[src/rtl/pipe_ctrl_pkg.sv]
// Shared definitions for the pipeline sequencer: FSM state encoding and
// register-file constants.
package pipe_ctrl_pkg;

  localparam int CTRL_STATE_W = 2;
  localparam logic [4:0] REG_ZERO = 5'd0;

  typedef enum logic [CTRL_STATE_W-1:0] {
    ST_RUN      = 2'd0,
    ST_MEM_WAIT = 2'd1,
    ST_FLUSH    = 2'd2
  } ctrl_state_e;

endpackage

[src/rtl/pipe_ctrl_hazard_detect.sv]
// Load-use comparator: flags an ID instruction that reads the register a
// load in EX is about to write.
module hazard_detect
  import pipe_ctrl_pkg::*;
(
  input  logic [4:0] id_rs,
  input  logic [4:0] id_rt,
  input  logic       id_uses_rt,
  input  logic       ex_memread,
  input  logic [4:0] ex_rt,
  output logic       lu_hazard
);

  // $zero is never a real dependency
  assign lu_hazard = ex_memread & (ex_rt != REG_ZERO) &
                     ((ex_rt == id_rs) | (id_uses_rt & (ex_rt == id_rt)));

endmodule

[src/rtl/pipe_ctrl.sv]
// Pipeline sequencer for the 5-stage core: load-use stalls, MEM-stage redirects
// and data-memory wait with timeout. Optional perf counters: PIPE_PERF_CNT_EN.
module pipe_ctrl
  import pipe_ctrl_pkg::*;
#(
  parameter int MEM_TIMEOUT = 15,
  parameter int TO_W        = 8
) (
  input  logic                    clk,
  input  logic                    reset_n,
  input  logic [4:0]              id_rs,
  input  logic [4:0]              id_rt,
  input  logic                    id_uses_rt,
  input  logic                    ex_memread,
  input  logic [4:0]              ex_rt,
  input  logic                    mem_branch_taken,
  input  logic                    mem_jump,
  input  logic                    dmem_req,
  input  logic                    dmem_ready,
  output logic                    pc_en,
  output logic                    if_id_en,
  output logic                    id_ex_en,
  output logic                    ex_mem_en,
  output logic                    mem_wb_en,
  output logic                    pc_sel_branch,
  output logic                    if_id_flush,
  output logic                    id_ex_flush,
  output logic                    ex_mem_flush,
  output logic                    mem_timeout,
  output logic [CTRL_STATE_W-1:0] ctrl_state,
  output logic [31:0]             perf_stall,
  output logic [31:0]             perf_flush
);

  localparam logic [TO_W-1:0] TIMEOUT_C = TO_W'(MEM_TIMEOUT);
  localparam logic [TO_W-1:0] CNT_ONE   = TO_W'(1);

  ctrl_state_e     state_r, state_nxt_s;
  logic [TO_W-1:0] cnt_r, cnt_nxt_s;
  logic            mem_timeout_r, timeout_s;
  logic            lu_hazard_s, mem_wait_s, redirect_req_s;
  logic            resolve_s, hz_ok_s;
  logic            pc_en_s, if_id_en_s, id_ex_en_s, ex_mem_en_s, mem_wb_en_s;
  logic            pc_sel_s, if_id_flush_s, id_ex_flush_s, ex_mem_flush_s;

  hazard_detect u_hazard_detect (
    .id_rs      (id_rs),
    .id_rt      (id_rt),
    .id_uses_rt (id_uses_rt),
    .ex_memread (ex_memread),
    .ex_rt      (ex_rt),
    .lu_hazard  (lu_hazard_s)
  );

  assign mem_wait_s     = dmem_req & ~dmem_ready;
  assign redirect_req_s = mem_branch_taken | mem_jump;

  // Next-state and control decode; a release out of MEM_WAIT resolves hazards like RUN
  always_comb begin
    pc_en_s        = 1'b0;
    if_id_en_s     = 1'b0;
    id_ex_en_s     = 1'b0;
    ex_mem_en_s    = 1'b0;
    mem_wb_en_s    = 1'b0;
    pc_sel_s       = 1'b0;
    if_id_flush_s  = 1'b0;
    id_ex_flush_s  = 1'b0;
    ex_mem_flush_s = 1'b0;
    state_nxt_s    = state_r;
    cnt_nxt_s      = {TO_W{1'b0}};
    timeout_s      = 1'b0;
    resolve_s      = 1'b0;
    hz_ok_s        = 1'b0;
    case (state_r)
      ST_RUN, ST_FLUSH: begin
        if (mem_wait_s) begin
          state_nxt_s = ST_MEM_WAIT;
          cnt_nxt_s   = CNT_ONE;
        end else begin
          resolve_s = 1'b1;
          hz_ok_s   = (state_r == ST_RUN);
        end
      end
      ST_MEM_WAIT: begin
        if (!dmem_ready && (cnt_r < TIMEOUT_C)) begin
          cnt_nxt_s = cnt_r + CNT_ONE;
        end else begin
          resolve_s = 1'b1;
          hz_ok_s   = 1'b1;
          timeout_s = ~dmem_ready;
        end
      end
      default: state_nxt_s = ST_RUN;
    endcase

    if (resolve_s) begin
      pc_en_s     = 1'b1;
      if_id_en_s  = 1'b1;
      id_ex_en_s  = 1'b1;
      ex_mem_en_s = 1'b1;
      mem_wb_en_s = 1'b1;
      state_nxt_s = ST_RUN;
      if (hz_ok_s && redirect_req_s) begin
        pc_sel_s       = 1'b1;
        if_id_flush_s  = 1'b1;
        id_ex_flush_s  = 1'b1;
        ex_mem_flush_s = 1'b1;
        state_nxt_s    = ST_FLUSH;
      end else if (hz_ok_s && lu_hazard_s) begin
        pc_en_s       = 1'b0;
        if_id_en_s    = 1'b0;
        id_ex_flush_s = 1'b1;
      end else begin
        pc_sel_s = 1'b0;
      end
    end else begin
      pc_sel_s = 1'b0;
    end
  end

  // State, wait counter and timeout pulse
  always_ff @(posedge clk or negedge reset_n) begin
    if (!reset_n) begin
      state_r       <= ST_RUN;
      cnt_r         <= {TO_W{1'b0}};
      mem_timeout_r <= 1'b0;
    end else begin
      state_r       <= state_nxt_s;
      cnt_r         <= cnt_nxt_s;
      mem_timeout_r <= timeout_s;
    end
  end

  // Combinational controls are forced low while reset is held
  assign pc_en         = reset_n & pc_en_s;
  assign if_id_en      = reset_n & if_id_en_s;
  assign id_ex_en      = reset_n & id_ex_en_s;
  assign ex_mem_en     = reset_n & ex_mem_en_s;
  assign mem_wb_en     = reset_n & mem_wb_en_s;
  assign pc_sel_branch = reset_n & pc_sel_s;
  assign if_id_flush   = reset_n & if_id_flush_s;
  assign id_ex_flush   = reset_n & id_ex_flush_s;
  assign ex_mem_flush  = reset_n & ex_mem_flush_s;
  assign mem_timeout   = mem_timeout_r;
  assign ctrl_state    = state_r;

`ifdef PIPE_PERF_CNT_EN
  logic [31:0] perf_stall_r, perf_flush_r;

  // Stall cycles (PC held) and redirect events, wrapping
  always_ff @(posedge clk or negedge reset_n) begin
    if (!reset_n) begin
      perf_stall_r <= 32'd0;
      perf_flush_r <= 32'd0;
    end else begin
      perf_stall_r <= pc_en_s  ? perf_stall_r : perf_stall_r + 32'd1;
      perf_flush_r <= pc_sel_s ? perf_flush_r + 32'd1 : perf_flush_r;
    end
  end

  assign perf_stall = perf_stall_r;
  assign perf_flush = perf_flush_r;
`else
  assign perf_stall = 32'd0;
  assign perf_flush = 32'd0;
`endif

endmodule

[config.mk]
export PLATFORM = sky130hd
export DESIGN_NAME = pipe_ctrl
export DESIGN_NICKNAME = d
export VERILOG_FILES = /design/src/rtl/pipe_ctrl_pkg.sv /design/src/rtl/pipe_ctrl_hazard_detect.sv /design/src/rtl/pipe_ctrl.sv
export SDC_FILE = /design/constraint.sdc
export NUM_CORES = 1
export LEC_CHECK = 0
export ABC_AREA = 1
export ABC_CLOCK_PERIOD_IN_PS = 1600
export CELL_PAD_IN_SITES_DETAIL_PLACEMENT = 0
export CELL_PAD_IN_SITES_GLOBAL_PLACEMENT = 1
export CORE_ASPECT_RATIO = 2
export CORE_MARGIN = 1
export CORE_UTILIZATION = 19
export CTS_CLUSTER_SIZE = 8
export DETAILED_ROUTE_END_ITERATION = 10
export GPL_TIMING_DRIVEN = 1
export HOLD_SLACK_MARGIN = 0.05
export PLACE_DENSITY_LB_ADDON = 0.1
export SKIP_LAST_GASP = 1
export SLEW_MARGIN = 0
export SYNTH_ARGS = -nofsm -noshare
export SYNTH_HDL_FRONTEND = slang
export SYNTH_SLANG_ARGS = --single-unit
[constraint.sdc]
create_clock -name clk -period 1.6 [get_ports clk]
set_clock_uncertainty 0.15 [all_clocks]
set_input_delay 0.16 -clock clk [delete_from_list [all_inputs] [get_ports clk]]
set_output_delay 0.16 -clock clk [all_outputs]
set_load 0.01 [all_outputs]
# Word-level counts from Yosys, hierarchy flattened
# Cells that the tools add are included.
totals:
  regBits: 11
  latchBits: 0
  mem_bits_rw: 0
  mem_bits_ro: 0
  in_bits: 23
  out_inout_bits: 76
  word_cells: 53
  memories: 0
classes:
  add_sub_neg: 1
  mul: 0
  div: 0
  order_cmp: 1
  eq_ne: 6
  n_shift: 0
  n_mux: 23
  n_bitwise: 11
  n_reduce_logical: 8
op_table:
  columns: ["cell", "count"]
  rows:
  - ["8-bit case mux with 2 select lines", 1]
  - ["1-bit 2-to-1 mux", 15]
  - ["5-bit equality test", 2]
  - ["8-bit by 1-bit adder with 8-bit output (second input constant)", 1]
  - ["1-bit AND", 8]
  - ["8-bit by 4-bit less-than comparator with 1-bit output (second input constant)", 1]
  - ["8-bit 2-to-1 mux", 1]
  - ["2-bit 2-to-1 mux", 3]
  - ["5-bit nonzero test", 1]
  - ["1-bit case mux with 2 select lines", 2]
  - ["2-bit case mux with 2 select lines", 1]
  - ["1-bit logical AND", 3]
  - ["3-bit inequality test (second input constant)", 1]
  - ["2-bit by 1-bit equality test with 1-bit output (second input constant)", 1]
  - ["2-bit equality test (second input constant)", 1]
  - ["2-bit logical NOT", 1]
  - ["2-bit inequality test (second input constant)", 1]
  - ["1-bit bitwise OR", 2]
  - ["2-bit AND reduction", 1]
  - ["2-bit OR reduction", 1]
  - ["1-bit logical NOT", 1]
  - ["1-bit inverter", 1]

# Depth between registers and ports, before layout
# Gate-level depths: netlist of run 1.
depth:
  depth_word: 9
  mapped_depth: 10
  depth_no_buf: 9

# Cells and area by module
# Synthesis of run 1 repeated with hierarchy kept, for this count alone.
unflattened:
  hier_cells: 171
  area_unflattened_um2: 1192.4
modules_own_cells:
  columns: ["module", "n_inst", "cells_per_inst", "area_per_inst_um2", "seq_area_each_um2"]
  rows:
  - ["pipe_ctrl", 1, 119, 985.9, 275.3]
  - ["hazard_detect", 1, 52, 206.4, 0.0]

# Worst setup path before layout of run 1
# Ideal clock, no wire load.
synth_timing:
  path_type: "register -> output"
  start: "register cnt_r[0]"
  end: "output pc_en"
  arrival_time_ns: 1.418
  t_required_ns: 1.290
  setup_slack_ns: -0.128
  stages_incl_launch_ff: 9
  path_buffers: 1
  cell_sequence: "dfrtp_1 ha_1 nand3_1 nand4_1 nand2_1 a21oi_1 nand2_1 nand2_1 buf_4"
synth_via:
  elab_chain_cells: 9
  elab_cells_between_ends: 11
  cone_classes: "order compare (1); mux (6); bitwise (1); reduce/logical (3)"
synth_lines:
  columns: ["item", "line", "rtl"]
  rows:
  - ["start, declared", "pipe_ctrl.sv:39", "logic [TO_W-1:0] cnt_r, cnt_nxt_s;"]
  - ["start signal, assigned", "pipe_ctrl.sv:125", "cnt_r <= {TO_W{1'b0}};"]
  - ["start signal, assigned", "pipe_ctrl.sv:129", "cnt_r <= cnt_nxt_s;"]
  - ["8-bit by 4-bit less-than comparator with 1-bit output (*)", "pipe_ctrl.sv:85", "if (!dmem_ready && (cnt_r < TIMEOUT_C)) begin"]
  - ["1-bit logical AND (*)", "pipe_ctrl.sv:85", null]
  - ["1-bit 2-to-1 mux (*)", "pipe_ctrl.sv:85", null]
  - ["1-bit case mux with 2 select lines", "pipe_ctrl.sv:74", "case (state_r)"]
  - ["1-bit logical AND", "pipe_ctrl.sv:109", "end else if (hz_ok_s && lu_hazard_s) begin"]
  - ["1-bit 2-to-1 mux (2 in series)", null, null]
  - ["1-bit 2-to-1 mux (*)", null, null]
  - ["1-bit AND (*)", null, null]
  - ["end, declared", "pipe_ctrl.sv:20", "output logic pc_en,"]
# Every way passes the cells marked *; elsewhere a longest branch is shown, timed or not.

# Worst setup path in the final report of run 1
layout_timing:
  start: "register cnt_r[1]"
  end: "output pc_en"
layout_via:
  elab_chain_cells: 9
  elab_cells_between_ends: 11
  cone_classes: "order compare (1); mux (6); bitwise (1); reduce/logical (3)"
layout_lines:
  columns: ["item", "line", "rtl"]
  rows:
  - ["8-bit by 4-bit less-than comparator with 1-bit output (*)", "pipe_ctrl.sv:85", null]
  - ["1-bit logical AND (*)", "pipe_ctrl.sv:85", null]
  - ["1-bit 2-to-1 mux (*)", "pipe_ctrl.sv:85", null]
  - ["1-bit case mux with 2 select lines", "pipe_ctrl.sv:74", null]
  - ["1-bit logical AND", "pipe_ctrl.sv:109", null]
  - ["1-bit 2-to-1 mux", "pipe_ctrl.sv:109", null]
  - ["1-bit 2-to-1 mux", "pipe_ctrl.sv:103", "if (hz_ok_s && redirect_req_s) begin"]
  - ["1-bit 2-to-1 mux (*)", "pipe_ctrl.sv:96", "if (resolve_s) begin"]
  - ["1-bit AND (*)", "pipe_ctrl.sv:135", "assign pc_en = reset_n & pc_en_s;"]
# Marks and branches as above.

==> results of run 1 <==
-- where the power goes --
group / total, uW / switching, uW / internal, uW
sequential: 298 / 6.34 / 292
clock: 457 / 122 / 334
combinational: 370 / 203 / 166
total: 1120 / 332 / 793
-- what timing repair did --
item / CTS / global route
resized for setup: 50 / 11
hold endpoints to repair: 0 / 1
gates cloned: 0 / 0
pin swaps: 8 / 2
buffers inserted: 2 / 4
endpoints found under the setup margin: 9 / 10
hold buffers: 0 / 1
-- worst max-delay path by stage --
| stage | end | slack [ps] | cells past startpoint |
|---|---|---|---|
| after global routing | pc_en | -420 | 9 |
| after CTS | pc_en | -370 | 9 |
| after detailed placement | pc_en | -720 | 11 |
| final | pc_en | -350 | 9 |
| after global placement | pc_en | -750 | 11 |
| after floorplan | pc_en | -4 | 9 |
-- cells by family (layout without fill, tap and decap cells) --
kind of cell / after synthesis / after routing / share of synthesized area [%]
xor gates and xnor gates: 3 / 3 / 2.17
adders and majority gates: 1 / 1 / 1.04
buffers and inverters: 91 / 80 / 49.7
DFF: 11 / 11 / 22.8
and+or+nand+nor: 61 / 61 / 22.4
AOI/OAI and AO/OA: 4 / 4 / 1.66
other: 1 / 68 / 0.310
-- cell usage in the layout, fill, tap and decap left out --
master	count
nand2_1	27
nand4_1	2
buf_4	16
ha_2	1
o21ai_0	2
clkbuf_1	1
clkdlybuf4s50_1	19
conb_1	68
nor2_1	12
dfrtp_1	11
nor2_2	1
and3_1	1
buf_2	2
nand3_2	1
inv_1	17
xor2_1	1
nor4_1	1
inv_2	5
a21oi_2	1
xnor2_1	2
dlygate4sd3_1	1
dlymetal6s2s_1	6
nand2_4	3
nor2_4	1
nand2_2	5
or2_1	1
nand3_1	5
a21oi_4	1
buf_6	10
clkbuf_16	3
nand3_4	1
-- cell usage after synthesis (all sizes together) --
| library cell | count |
|---|---|
| buf | 69 |
| dfrtp | 11 |
| nor4 | 1 |
| inv | 22 |
| xnor2 | 2 |
| and3 | 1 |
| conb | 1 |
| or2 | 1 |
| nor2 | 14 |
| ha | 1 |
| o21ai | 2 |
| nand4 | 2 |
| nand2 | 35 |
| a21oi | 2 |
| xor2 | 1 |
| nand3 | 7 |
-- registers in the layout (all words and copies together), names as in the netlist --
signal       flops
cnt_r            8
mem_timeout      1
ctrl_state       2
-- per-stage QoR --
stage | total power, uW | hold slack (ps) | instances | worst slack [ps]
after global placement | 652 | 435 | 301 | -750
final | 1120 | 144 | 312 | -351
after floorplan | 609 | -286 | 239 | -4.15
after detailed placement | 648 | 443 | 301 | -718
after global routing | 1200 | 170 | 312 | -423
after CTS | 1130 | 208 | 307 | -370
-- cell type report --
class	count	area (um^2)	area share, %
inverter	22	82.6	4.85
clock buffer	4	78.8	4.63
timing repair buffer	54	518	30.4
tap	84	105	6.17
sequential	11	275	16.2
multi-input combinational	137	644	37.8
-- per-layer routing --
layer  GRT usage, %  vias up  part of all wire [%]
li1               -      487                     -
met3           1.24        7                   5.9
met1           7.32      417                    27
met2           16.0       53                    64
met5              0        -                     0
met4           4.60        0                   3.6
-- worst max-delay path: stages, from the launching register on --
cell and delay [ps]:
dfrtp_1 360, ha_2 200, nand3_2 80, nand4_1 120, nand2_2 100, buf_6 130, a21oi_4 160, nand2_2 80
nand2_4 70, buf_6 100
==> impl_summary.txt, run 1 <==
----------------------------------------------------
[Route]
  DR iter-0 viols ... 20
  Via density ... roughly 3
  DRC errors left ... 0
  Number of nets with antenna violations after routing ... 0
  Number of detailed-routing iterations run before antenna repair ... 2
  Per-cell routed wire length ... approximately 8.5 um
  Wire length reported by the detailed router ... around 2700 um
  Vias after detailed routing ... approximately 960

[Worst setup path]
  Reg2Reg Depth ... 8
  CP Data Required Time ... roughly 1300 ps
  Launching instance or port of the critical path ... cnt_r[1]
  Crit path DAT ... between 1500 and 2000 ps
  Startpoint kind of the worst setup timing path ... register
  Worst R2R Start ... cnt_r[0]
  R2r setup slk ... ~120 ps
  Critical-path maximum fanout ... 2
  Critical Path End Type ... output port
  Reg2reg end ... ctrl_state[1]
  Critical setup path kind ... reg2out

[Final layout]
  Fin area ... between 1500 and 2000 um^2
  Net total in the final layout ... roughly 250
  Core Util, Final ... between 20 and 30%
  Final-layout fill cell count ... between 600 and 700
  Share of final-layout standard cells stronger than drive strength 1 ... between 20% and 30%
  Antenna Diode Count ... 0
  Area added between synthesis and finish ... 41.0%

[Status]
  Result of the run ... finished with violations
  Violations in the final reports ... setup timing

[GRT]
  Global-route wire length before repair ... around 4000 um
  Pin count of the biggest net entering global routing ... 12
  Overflow after GRT ... 0
  Total Routing Usage GR ... 8.07%
  Number of antenna violations at the first check in global routing ... 0
  Number of global-route vias before repair ... about 840

[Placement]
  Placer Congestion ... 0.719
  HPWL after detailed placement ... 2320 um
  Placed cell area ... roughly 1500 um^2
  # port buffers ... 34

[Floorplanning]
  Core area ... about 6000 um^2
  Floorplan die height ... roughly 110 um
  Row cnt ... 40
  Die extent in x ... 58.4 um
  Initial core utilization ... between 10% and 20%
  Die footprint ... 6700 um^2
  I/O pin count ... 99

[Power]
  Leakage power total ... between 0.0009 and 0.001 uW
  Cell area power density ... about 660 nW/um^2
  Worst-case vdd ir drop ... about 0.28 mV

[Yosys]
  Mapped Cells ... 172
  Proportion of synthesized chip area in sequential cells ... a little under a quarter
  Biggest area contributors in the synthesized netlist ... buf_4 43%, dfrtp_1 23%, nand2_1 9.9%
  Total of flip-flops plus latches after synthesis ... 11
  Netlist area before placement ... 1210 um^2
  Top-area cell type share of the netlist area ... a little over two fifths
  Yosys top cell by area ... buf_4
  Yosys Warn Count ... 0
  Number of library cell types mapped by synthesis ... 20
  Syn Area/Cell ... between 7 and 8 um^2

[Timing]
  Setup Total Neg Slack ... -2820 ps
  Final period util ... 122%
  Endpoints failing hold ... 0
  Least setup slack across all paths after layout ... -351 ps
  Final critical path time including I/O delays and setup ... between 1500 and 2000 ps
  Peak clock frequency supported by timing ... 0.512 GHz
  Number of slew-limit violations in the final report ... 0
  RSZ-0062 raised after global routing ... true
  Final setup violation count ... 9

[Clock network]
  Max H-tree Level ... 1
  Clock buffer count from CTS ... 3
  Clock-pin slew on the worst setup and hold paths ... approximately 40 ps
  Worst-skew pair later-pin latency ... ~240 ps
  Cell at the root of the clock tree ... clkbuf_16
  Number of clock sinks ... 11
  TritonCTS clock tree ... built
  CTS max path bufs ... 2

[Worst hold path]
  Number of stages on the worst hold path ... 4
  Worst-case hold path end point ... ctrl_state[0]
  Hold path startpoint ... dmem_ready
  Type of the most critical hold path ... in2reg

[Run]
  Max-Cap Viols ... 0

----------------------------------------------------
Power figures use the tool's default switching activity.
==> inputs of run 2 (changes only) <==
--- a/config.mk
+++ b/config.mk
@@ -6,12 +6,12 @@
 export NUM_CORES = 1
 export LEC_CHECK = 0
 export ABC_AREA = 1
-export ABC_CLOCK_PERIOD_IN_PS = 1600
+export ABC_CLOCK_PERIOD_IN_PS = 2100
 export CELL_PAD_IN_SITES_DETAIL_PLACEMENT = 0
 export CELL_PAD_IN_SITES_GLOBAL_PLACEMENT = 1
 export CORE_ASPECT_RATIO = 2
 export CORE_MARGIN = 1
-export CORE_UTILIZATION = 19
+export CORE_UTILIZATION = 21
 export CTS_CLUSTER_SIZE = 8
 export DETAILED_ROUTE_END_ITERATION = 10
 export GPL_TIMING_DRIVEN = 1
@@ -22,3 +22,4 @@
 export SYNTH_ARGS = -nofsm -noshare
 export SYNTH_HDL_FRONTEND = slang
 export SYNTH_SLANG_ARGS = --single-unit
+export TNS_END_PERCENT = 1
==> constraint.sdc (replaced) <==
create_clock -name clk -period 2.1 [get_ports clk]
set_clock_uncertainty 0.15 [all_clocks]
set_input_delay 0.21 -clock clk [delete_from_list [all_inputs] [get_ports clk]]
set_output_delay 0.21 -clock clk [all_outputs]
set_load 0.01 [all_outputs]
==> impl_summary.txt, run 2 (synthesis gave the netlist of run 1 again) <==
----------------------------------------------------
[Final layout]
  Seq. cell area ... 275 um^2 (unchanged)
  Area added between synthesis and finish ... 21.7%
  Flip-flop count of the largest register after layout ... 8 (unchanged)
  Antenna Diode Count ... 0 (unchanged)
  Fin area ... 1470 um^2 (-14%)
  Net total in the final layout ... 242 (-4.3%)
  Multi-input combinational cell area ... 588 um^2 (-8.7%)
  Share of final-layout standard cells stronger than drive strength 1 ... 8.76% (-14 points)
  Most used cells in the layout excluding fill and tap cells ... 68 x conb_1, 32 x nand2_1, 29 x clkdlybuf4s50_1
  Final-layout fill cell count ... 638 (-4.6%)
  Register name with the most flops ... cnt_r
  Most frequent standard cell in the layout excluding fill and tap cells ... conb_1

[Clock network]
  TritonCTS clock tree ... built
  Post-CTS Repair Setup Buffers ... 0 (-2)
  Max H-tree Level ... 1 (unchanged)
  Worst-skew pair later-pin latency ... 230 ps (about the same)
  CTS max path bufs ... 2 (unchanged)
  Cell at the root of the clock tree ... clkbuf_8
  Count of instances resized after the clock tree is built ... 5 (-90%)
  Hold-fix buffer count after cts ... 0 (unchanged)
  Clock-pin slew on the worst setup and hold paths ... 50 ps (about the same)
  Number of clock sinks ... 11 (unchanged)
  Clock buffer count from CTS ... 3 (unchanged)

[Timing]
  Peak clock frequency supported by timing ... roughly 0.44 GHz
  Least setup slack across all paths after layout ... -169 ps (+182 ps)
  RSZ-0062 raised after global routing ... true
  Final critical path time including I/O delays and setup ... around 2300 ps
  Endpoints failing hold ... 0 (unchanged)
  Number of slew-limit violations in the final report ... 0 (unchanged)
  Final setup violation count ... 6 (-3)
  Final period util ... 108%
  Hold_ws ... 201 ps (+56.9 ps)

[Power]
  Total design power ... 670 uW (-40%)
  Worst-case vdd ir drop ... 0.302 mV (+6.8%)
  Leakage power total ... 0.000866 uW (-13%)
  Cell area power density ... 456 nW/um^2 (-31%)

[Floorplanning]
  Floorplan die height ... 109 um (-4.8%)
  Die footprint ... 6080 um^2 (-9.3%)
  Row cnt ... 38 (-5.0%)
  I/O pin count ... 99 (unchanged)
  Die extent in x ... 55.6 um (-4.7%)
  Core area ... 5470 um^2 (-9.7%)
  Initial core utilization ... 22.1% (+2.1 points)

[Route]
  Number of detailed-routing iterations run before antenna repair ... 4 (+2)
  DRC errors left ... 0 (unchanged)
  Via density ... 3.26 (+5.6%)
  DR iter-0 viols ... 8 (-60%)
  Wire length reported by the detailed router ... 2460 um (-7.6%)
  Per-cell routed wire length ... 8.88 um (+4.1%)
  Number of nets with antenna violations after routing ... 0 (unchanged)
  Vias after detailed routing ... 904 (-6.2%)

[Worst setup path]
  R2r setup slk ... 560 ps (+440 ps)
  Reg2Reg Depth ... 5 (-3)
  Critical Path End Type ... output port
  Endpoint of the most critical setup path ... pc_sel_branch
  Crit path DAT ... 1910 ps (+270 ps)
  Startpoint kind of the worst setup timing path ... input pin
  Critical-path maximum fanout ... 4 (+2)
  Critical setup path kind ... in2out
  Worst R2R Start ... cnt_r[0]
  Reg2reg end ... cnt_r[0]
  Launching instance or port of the critical path ... dmem_ready
  CP Data Required Time ... 1740 ps (+450 ps)

[Placement]
  # port buffers ... 34 (unchanged)
  Placed cell area ... 1430 um^2 (-6.0%)
  Placer Congestion ... 0.795 (+11%)
  HPWL after detailed placement ... 2240 um (-3.4%)

[Status]
  Violations in the final reports ... setup timing
  Result of the run ... finished with violations

[GRT]
  Pin count of the biggest net entering global routing ... 12 (unchanged)
  Number of global-route vias before repair ... 832 (-0.36%)
  Global-route wire length before repair ... 3660 um (-7.3%)
  Number of antenna violations at the first check in global routing ... 0 (unchanged)
  Overflow after GRT ... 0 (unchanged)
  Total Routing Usage GR ... 7.65% (-0.42 points)

[Worst hold path]
  Type of the most critical hold path ... in2async

[Run]
  Max-Cap Viols ... 0 (unchanged)

----------------------------------------------------
## run 2: cell count changes in the layout (fill, tap and decap cells not counted), moves of 4 or more
| cell | delta |
|---|---|
| buf_4 | -7 |
| buf_6 | -10 |
| clkdlybuf4s50_1 | +10 |
| dlygate4sd2_1 | +4 |
| dlymetal6s2s_1 | -5 |
| nand2_1 | +5 |
## run 2: per-stage QoR
stage | TNS [ps] | util [%] | instances | worst slack [ps]
finish | -700 | 26.9 | 277 | -169
global route | -1850 | 26.9 | 277 | -325
CTS | -1180 | 26.9 | 277 | -215
detailed placement | -2110 | 26.1 | 273 | -305
global placement | -2050 | 26.1 | 273 | -277
floorplan | 0 | - | 239 | 322
## run 2: worst min-delay path by stage
stage	from	end	slack, ps	cells past startpoint
after floorplan	reset_n	cnt_r[0]	-240	0
after detailed placement	ctrl_state[1]	mem_timeout	340	1
final	reset_n	cnt_r[5]	200	2
after global placement	ctrl_state[1]	mem_timeout	340	1
after CTS	reset_n	ctrl_state[0]	220	2
after global routing	reset_n	ctrl_state[0]	220	2
## run 2: area by class of cell
type | instances | share of cell area (%)
Multi-Input combinational cell | 137 | 40.0
Tap cell | 60 | 5.10
Inverter | 22 | 5.61
Timing Repair Buffer | 43 | 27.6
Clock buffer | 4 | 3.06
Sequential cell | 11 | 18.7
## run 2: critical path: stages
cell and delay [ps]:
clkdlybuf4s50_1 500, inv_2 50, buf_4 140, nand4_1 80, nand2_1 100, nand2_2 110
nand2_4 60, nor2_4 110, clkdlybuf4s50_1 550
## run 2: power by group
part / switching, uW / internal, uW
sequential: 5.42 / 222
clock: 72.4 / 133
combinational: 136 / 101
## run 2: routing by layer
layer  wire length, um  up-vias  track usage [%]
li1                  -      464                -
met1               712      390             6.00
met2              1580       48             17.0
met3               149        2             1.41
met4                16        0             3.21
met5                 0        -                0
==> inputs of run 3 (changes only) <==
==> constraint.sdc (replaced) <==
create_clock -name clk -period 2.1 [get_ports clk]
set_clock_uncertainty 0.15 [all_clocks]
set_input_delay 0.63 -clock clk [delete_from_list [all_inputs] [get_ports clk]]
set_output_delay 0.63 -clock clk [all_outputs]
set_load 0.01 [all_outputs]
==> impl_summary.txt, run 3 (synthesis gave the netlist of run 1 again) <==
----------------------------------------------------
[Status]
  Result of the run ... finished with violations
  Violations in the final reports ... setup timing

[Worst setup path]
  Chain of cells forming the critical path ... buf_6 > inv_2 > buf_4 > nand4_1 > nand2_2 > a21oi_4 > buf_4 > nand2_2 > nand2_4 > buf_6
  Startpoint kind of the worst setup timing path ... input pin
  Crit path DAT ... 1600 ps (-310 ps)
  Critical setup path kind ... in2out
  Path length in cells of the critical path ... 10 (+1)
  Worst path top cell family by delay ... buffers and inverters
  CP Data Required Time ... 1320 ps (-420 ps)
  Buffers and inverters on the worst path ... 5 (+1)
  Critical Path End Type ... output port
  Critical-path maximum fanout ... 3 (-1)
  Critical Path Slowest Stage Cell ... nand2_2
  Max stage delay on crit path ... 150 ps (-400 ps)
  Reg2Reg Depth ... 5 (unchanged)

[Route]
  Vias after detailed routing ... 936 (+3.5%)
  Wire length reported by the detailed router ... 2640 um (+7.2%)
  DRC errors left ... 0 (unchanged)
  Per-cell routed wire length ... 9.38 um (+5.6%)
  Via density ... 3.33 (+2.1%)
  Number of nets with antenna violations after routing ... 0 (unchanged)
  Number of detailed-routing iterations run before antenna repair ... 3 (-1)
  DR iter-0 viols ... 12 (+4)

[Timing]
  Endpoints failing hold ... 0 (unchanged)
  Least setup slack across all paths after layout ... -280 ps (-110 ps)
  Number of slew-limit violations in the final report ... 0 (unchanged)
  Final period util ... 113% (+5.3 points)
  RSZ-0062 raised after global routing ... true
  Setup Total Neg Slack ... -2020 ps (-1320 ps)
  Final critical path time including I/O delays and setup ... 2380 ps (+110 ps)
  Final setup violation count ... 9 (+3)
  Peak clock frequency supported by timing ... 0.420 GHz (-4.6%)

[Floorplanning]
  Row cnt ... 38 (unchanged)
  I/O pin count ... 99 (unchanged)
  Die extent in x ... 55.6 um (unchanged)
  Core area ... 5470 um^2 (unchanged)
  Initial core utilization ... 22.1% (unchanged)
  Die footprint ... 6080 um^2 (unchanged)
  Floorplan die height ... 109 um (unchanged)

[Clock network]
  Clock buffer count from CTS ... 3 (unchanged)
  Max H-tree Level ... 1 (unchanged)
  CTS max path bufs ... 2 (unchanged)
  Worst-skew pair later-pin latency ... 240 ps (about the same)
  Number of clock sinks ... 11 (unchanged)
  TritonCTS clock tree ... built
  Cell at the root of the clock tree ... clkbuf_8
  Clock-pin slew on the worst setup and hold paths ... 50 ps (about the same)

[Final layout]
  Share of final-layout standard cells stronger than drive strength 1 ... 27.1% (+18 points)
  Area added between synthesis and finish ... 22.8%
  Flip-flop count of the largest register after layout ... 8 (unchanged)
  Fin area ... 1480 um^2 (+0.85%)
  Most used cells in the layout excluding fill and tap cells ... 68 x conb_1, 27 x nand2_1, 15 x inv_1
  Antenna Diode Count ... 0 (unchanged)
  Register name with the most flops ... cnt_r
  Net total in the final layout ... 246 (+1.7%)
  Most frequent standard cell in the layout excluding fill and tap cells ... conb_1
  Final-layout fill cell count ... 637 (-0.16%)

[GRT]
  Total Routing Usage GR ... 8.53% (+0.89 points)
  Met2 Use GR ... 19.1% (+2.1 points)
  Met3 layer usage reported by global route ... 1.18% (-0.24 points)
  Number of antenna violations at the first check in global routing ... 0 (unchanged)
  Most congested layer reported by global routing ... met2
  Number of global-route vias before repair ... 927 (+11%)
  Pin count of the biggest net entering global routing ... 12 (unchanged)
  Met1 layer usage reported by global route ... 6.36% (+0.36 points)
  Global-route wire length before repair ... 4020 um (+9.8%)
  Overflow after GRT ... 0 (unchanged)

[Placement]
  HPWL after detailed placement ... 2310 um (+3.0%)
  Placer Congestion ... 0.753 (-5.3%)
  Placed cell area ... 1450 um^2 (+1.6%)
  # port buffers ... 34 (unchanged)

[Worst hold path]
  Type of the most critical hold path ... in2async

[Power]
  Cell area power density ... 460 nW/um^2 (+0.92%)
  Leakage power total ... 0.000888 uW (+2.6%)
  Total design power ... 682 uW (+1.8%)
  Worst-case vdd ir drop ... 0.376 mV (+24%)

[Run]
  Max-Cap Viols ... 0 (unchanged)

----------------------------------------------------
[run 3: power by group]
part	switching (uW)	internal, uW
registers	4.33	222
clock network	76.0	133
logic	149	97.4
[run 3: worst paths after layout]
kind,from,end,slack [ps]
max in group asynchronous,reset_n,cnt_r[2],1320
worst max register to register,cnt_r[1],cnt_r[0],640
worst max-delay path,dmem_ready,if_id_en,-280
worst min-delay path,reset_n,ctrl_state[0],330
worst min register to register,ctrl_state[1],mem_timeout,400
min in group clk,dmem_ready,mem_timeout,390
[run 3: worst reg2reg max path: stages (launching register included)]
cell and delay [ps]:
dfrtp_1 380, ha_2 200, nand3_2 70, and3_1 180, nand3_1 180, o21ai_0 210
[run 3: layer usage]
metal	up-vias	share of wire (%)
met5	-	0
met4	0	2.3
met3	7	6.7
met2	50	65
met1	407	26
li1	472	-
[run 3: final cells by class]
class                      instances  area, um^2  area share (%)
inverter                          22        82.6            5.56
multi-input combinational        137         637            42.9
sequential                        11         275            18.5
timing repair buffer              47         369            24.9
tap                               60        75.1            5.06
clock buffer                       4        45.0            3.04
[run 3: metrics by stage]
| stage | hold slack (ps) | cells | util (%) | setup WS (ps) |
|---|---|---|---|---|
| 2_1_floorplan | 184 | 239 | - | -167 |
| 3_3_place_gp | 393 | 275 | 26.5 | -1140 |
| 3_5_place_dp | 389 | 275 | 26.5 | -1130 |
| 4_1_cts | 337 | 281 | 27.0 | -281 |
| 5_1_grt | 356 | 281 | 27.1 | -372 |
| 6_report | 331 | 281 | 27.1 | -280 |
[run 3: what timing repair did]
action	in CTS	in global routing
resized for setup	106	7
endpoints found under the setup margin	9	9
endpoints found under the hold margin	0	0
pin swaps	24	9
buffers inserted	2	0
hold buffers	0	0
